$ cat config.mk
export PLATFORM = sky130hd
export DESIGN_NAME = serial_tx
export DESIGN_NICKNAME = d
export VERILOG_FILES = /design/src/rtl/serial_tx.sv
export SDC_FILE = /design/constraint.sdc
export NUM_CORES = 1
export LEC_CHECK = 0
export ABC_AREA = 1
export CORE_MARGIN = 8
export CORE_UTILIZATION = 55
export DETAILED_ROUTE_END_ITERATION = 8
export PLACE_DENSITY_LB_ADDON = 0.2
export SETUP_SLACK_MARGIN = 0.5
export SLEW_MARGIN = 20
export SYNTH_ARGS = -nofsm -noshare
export SYNTH_HDL_FRONTEND = slang
export SYNTH_SLANG_ARGS = --single-unit
$ cat constraint.sdc
create_clock -name clock -period 3.81 [get_ports clock]
set_input_delay 0.381 -clock clock [delete_from_list [all_inputs] [get_ports clock]]
set_output_delay 0.381 -clock clock [all_outputs]
set_load 0.03 [all_outputs]
$ cat src/rtl/serial_tx.sv
// serial_tx: parallel-in, serial-out frame transmitter.
// A WIDTH-bit word accepted on load/ready is sent on 'out' as a frame:
// start bit (0), data bits LSB first, optional even-parity bit, and stop bit (1).
// Each bit is held for BIT_CYCLES clock cycles. All outputs are registered.
//
// Ports:
//   clock  in   rising-edge clock
//   reset  in   synchronous active-high reset, highest priority
//   load   in   transmit request, honoured only while ready=1
//   din    in   WIDTH-bit word, captured on the accepting edge
//   ready  out  idle and able to accept load
//   busy   out  frame in progress (complement of ready outside reset)
//   out    out  serial line, idles high
//   done   out  one-cycle pulse after the stop bit has been held
module serial_tx #(
   parameter int WIDTH      = 8,
   parameter int PARITY_EN  = 1,
   parameter int BIT_CYCLES = 1
) (
   input  logic             clock,
   input  logic             reset,
   input  logic             load,
   input  logic [WIDTH-1:0] din,
   output logic             ready,
   output logic             busy,
   output logic             out,
   output logic             done
);

   localparam int CW = $clog2(BIT_CYCLES + 1);
   localparam int IW = (WIDTH > 1) ? $clog2(WIDTH) : 1;
   localparam logic [CW-1:0] CNT_LAST = CW'(BIT_CYCLES - 1);
   localparam logic [CW-1:0] CNT_ZERO = CW'(0);
   localparam logic [CW-1:0] CNT_ONE  = CW'(1);
   localparam logic [IW-1:0] IDX_LAST = IW'(WIDTH - 1);
   localparam logic [IW-1:0] IDX_ZERO = IW'(0);
   localparam logic [IW-1:0] IDX_ONE  = IW'(1);

   typedef enum logic [2:0] {
      IDLE   = 3'd0,
      START  = 3'd1,
      DATA   = 3'd2,
      PARITY = 3'd3,
      STOP   = 3'd4
   } state_t;

   state_t           state_r;
   logic [CW-1:0]    cnt_r;
   logic [IW-1:0]    idx_r;
   logic [WIDTH-1:0] shreg_r;
   logic             parity_r;

   logic             bit_end_s;
   logic [WIDTH-1:0] shreg_next_s;

   // Even parity: the extra bit makes the total count of ones even.
   function automatic logic even_parity(input logic [WIDTH-1:0] word);
      return ^word;
   endfunction

   // Last cycle of the current serial bit, and the shift register after one shift.
   always_comb begin
      bit_end_s    = (cnt_r == CNT_LAST);
      shreg_next_s = shreg_r >> 1;
   end

   // Frame sequencer: state, counters, shift register and all registered outputs.
   always_ff @(posedge clock) begin
      if (reset) begin
         state_r  <= IDLE;
         cnt_r    <= CNT_ZERO;
         idx_r    <= IDX_ZERO;
         shreg_r  <= '0;
         parity_r <= 1'b0;
         out      <= 1'b1;
         ready    <= 1'b1;
         busy     <= 1'b0;
         done     <= 1'b0;
      end else begin
         done <= 1'b0;
         case (state_r)
            IDLE: begin
               if (load) begin
                  shreg_r  <= din;
                  parity_r <= even_parity(din);
                  cnt_r    <= CNT_ZERO;
                  out      <= 1'b0;
                  ready    <= 1'b0;
                  busy     <= 1'b1;
                  state_r  <= START;
               end else begin
                  out   <= 1'b1;
                  ready <= 1'b1;
                  busy  <= 1'b0;
               end
            end
            START: begin
               if (bit_end_s) begin
                  cnt_r   <= CNT_ZERO;
                  idx_r   <= IDX_ZERO;
                  out     <= shreg_r[0];
                  state_r <= DATA;
               end else begin
                  cnt_r <= cnt_r + CNT_ONE;
               end
            end
            DATA: begin
               if (bit_end_s) begin
                  cnt_r <= CNT_ZERO;
                  if (idx_r == IDX_LAST) begin
                     if (PARITY_EN != 0) begin
                        out     <= parity_r;
                        state_r <= PARITY;
                     end else begin
                        out     <= 1'b1;
                        state_r <= STOP;
                     end
                  end else begin
                     // Next data bit is bit 0 of the shifted word.
                     shreg_r <= shreg_next_s;
                     out     <= shreg_next_s[0];
                     idx_r   <= idx_r + IDX_ONE;
                  end
               end else begin
                  cnt_r <= cnt_r + CNT_ONE;
               end
            end
            PARITY: begin
               if (bit_end_s) begin
                  cnt_r   <= CNT_ZERO;
                  out     <= 1'b1;
                  state_r <= STOP;
               end else begin
                  cnt_r <= cnt_r + CNT_ONE;
               end
            end
            STOP: begin
               if (bit_end_s) begin
                  cnt_r   <= CNT_ZERO;
                  out     <= 1'b1;
                  ready   <= 1'b1;
                  busy    <= 1'b0;
                  done    <= 1'b1;
                  state_r <= IDLE;
               end else begin
                  cnt_r <= cnt_r + CNT_ONE;
               end
            end
            default: begin
               state_r <= IDLE;
               cnt_r   <= CNT_ZERO;
               idx_r   <= IDX_ZERO;
               out     <= 1'b1;
               ready   <= 1'b1;
               busy    <= 1'b0;
            end
         endcase
      end
   end

endmodule

==> run summary <==
Cell row count: 15
Top cell types by occurrence after synthesis: nand2_1, nor2_1, inv_1, dfxtp_1, o21ai_0
Crit path cell chain: clkdlybuf4s50_1
Max_cap viols: 0
DR WL/cell: 9.68 um
Launching point of the worst reg2reg path: idx_r[0]
Final HPWL DP: 1520 um
Critical path depth: 1
Share of the yosys chip area belonging to registers: 37.0%
DR vias/cell: 4.66
Initial antenna violation count: 0
FFs w/ async S/R, synth: 0%
Combinational power share: 35.1%
Leak: 0.000630 uW
Number of flops mapped to enable cells by yosys: 0
Final cycle utilization of the critical path: 44.6%
Slew at the pin closest to its max-slew limit: 0.321 ns
Outcome: complete, no violations
Net Sw Frac: 35.9%
Worst VDD drop: 0.000355 V
Fmax: 0.588 GHz
CTS sink count: 19
Total power: 531 uW
Internal power: 340 uW
Clock Root Buffer: clkbuf_4
CTS clk-pin slew, worst paths: 0.10 ns
Power density over cell area: 442 nW/um^2
Buf+Inv Stages, Crit Path: 1
Endpoints failing setup: 0
Required @ worst endpoint: 3.43 ns
Postcts setup bufs: 0
Worst path max stage delay: 0.68 ns
DRC: 0
Cts hold-fix bufs: 0
Crit path from: busy
First-pass GRT wire length: 3370 um
Slew Viols, Final: 0
Synth Cell Area: 1030 um^2
Clock power frac: 18.5%
Flop pwr share: 46.4%
CP Class: flip-flop to output pin
Grt ovf: 0
Layout cell share with drive strength beyond 1: 5.59%
Vias: 951
Hold crit path type: flip-flop to flip-flop
Final Hold Vio Count: 0
Area delta synth->final: 16.9%
Syn. warnings: 0
R2r endpoint: shreg_r[4]
CP max stage cell: clkdlybuf4s50_1
Sw Pwr: 191 uW
Critical path's top delay family: buffers and inverters
CTS tree: done
Crit path max fanout: 2
R2R depth: 6
Top FF cell, synth: dfxtp_1
DRT Pass-1 Iters: 4
Starting Density: 58.9%
Number of global-route vias before repair: 833
Reg2Reg Setup Slack: 2.39 ns
Syn Area/Cell: 6.23 um^2
Largest net degree at the start of global routing: 17
Critical Path End Type: output pin
Tmin final: 1.70 ns
Die ar.: 3510 um^2
Ant diodes: 0
Most common cell in the netlist: nand2_1
TritonCTS Buffers: 3
Cells after synthesis: 165
Startpoint Class: flip-flop
Clock latency on the worst-skew pair: 0.29 ns
Area leader, netlist: dfxtp_1
Post-layout net count: 193
Yosys top cell area share: 37.0%
GP Congestion: 0.769
DP Area: 1170 um^2
Synth top area cells: dfxtp_1, nand2_1, nor2_1, inv_1, o21ai_0
H-tree levels: 1
RSZ-0062 raised after global routing: no
Slew Limit Headroom: 78.5%
Buffers on Ports: 14
Synth unique cells: 21
Design Area, Final: 1200 um^2
CP endpoint: busy
Post-route ant nets: 0
Num ports: 15
DIE WIDTH: 59.2 um
DR iter-0 viols: 25
Clock skew: 0.00827 ns
Synth Register Bits: 19
Syn nets: 178
Chip height: 59.2 um
Clock Path Buffers: 2
Final WL: 1970 um
Core ar.: 1750 um^2
Worst path arrival time: 1.32 ns
GRT Total Usage: 12.1%
Final TNS setup: 0 ns
Resize count post-CTS: 0
==> final cells by class <==
type / instances / area [um^2]
inverters: 28 / 105
fillers: 167 / 544
repair buffers: 14 / 140
clock buffers: 4 / 26.3
flip-flops and latches: 19 / 380
multi-input cells: 114 / 518
well taps: 25 / 31.3
==> per-layer routing <==
layer / vias to the layer above / share of wire, % / GRT usage, % / wire length (um)
met5: - / 0 / 0 / 0
met4: 0 / 0.76 / 3.41 / 15
met3: 2 / 6.0 / 5.21 / 119
met2: 19 / 44 / 19.3 / 875
met1: 399 / 49 / 14.3 / 964
li1: 531 / - / - / -
==> sequential cells by signal (all words and copies together) (netlist names) <==
name	flops
ready	1
busy	1
state_r	3
parity_r	1
out	1
shreg_r	8
idx_r	3
done	1
==> per-stage QoR <==
stage               instances  setup WS [ns]  hold WS (ns)  utilization [%]
floorplan                 165           2.47         0.443                -
global placement          200           2.12         0.457             67.3
detailed placement        200           2.06         0.463             67.3
CTS                       204           2.09         0.480             68.8
global route              204           2.06         0.507             68.8
finish                    204           2.11         0.479             68.8
==> cell families after synthesis <==
kind of cell / share of synthesized area [%]
and+or+nand+nor: 38.0
buffers and inverters: 12.5
adders and majority gates: 2.44
DFF: 37.0
AOI/OAI and AO/OA: 9.13
xor gates and xnor gates: 0.853
==> power by group through the flow <==
stage | clock network (uW) | registers (uW) | logic, uW
after floorplan | 0 | 258 | 135
after global placement | 0 | 250 | 181
after detailed placement | 0 | 251 | 185
after CTS | 103 | 246 | 186
after global routing | 111 | 250 | 213
final | 98.4 | 246 | 186
==> cell usage in the layout, fill, tap and decap left out <==
cell / n
clkbuf_1: 1
a21oi_1: 5
nand2_1: 55
ha_1: 2
inv_2: 2
a22oi_1: 2
dfxtp_1: 19
nand3_4: 1
nor2_1: 27
nand3_1: 3
clkbuf_4: 3
o2111ai_1: 1
o21ai_0: 9
nand2_2: 1
nor2_2: 2
nor3_1: 3
clkdlybuf4s50_1: 14
nand4_1: 1
xnor2_1: 1
inv_1: 26
nand3_2: 1
==> how the worst min path moves through the flow <==
| stage | from | endpoint | slack [ns] | cells past startpoint |
|---|---|---|---|---|
| floorplan | shreg_r[0] | out | 0.44 | 2 |
| global placement | idx_r[0] | idx_r[0] | 0.46 | 2 |
| detailed placement | busy | busy | 0.46 | 2 |
| CTS | busy | busy | 0.48 | 2 |
| global route | shreg_r[0] | out | 0.51 | 2 |
| finish | busy | busy | 0.48 | 2 |
Note: power is estimated with default switching activity, not from simulation.
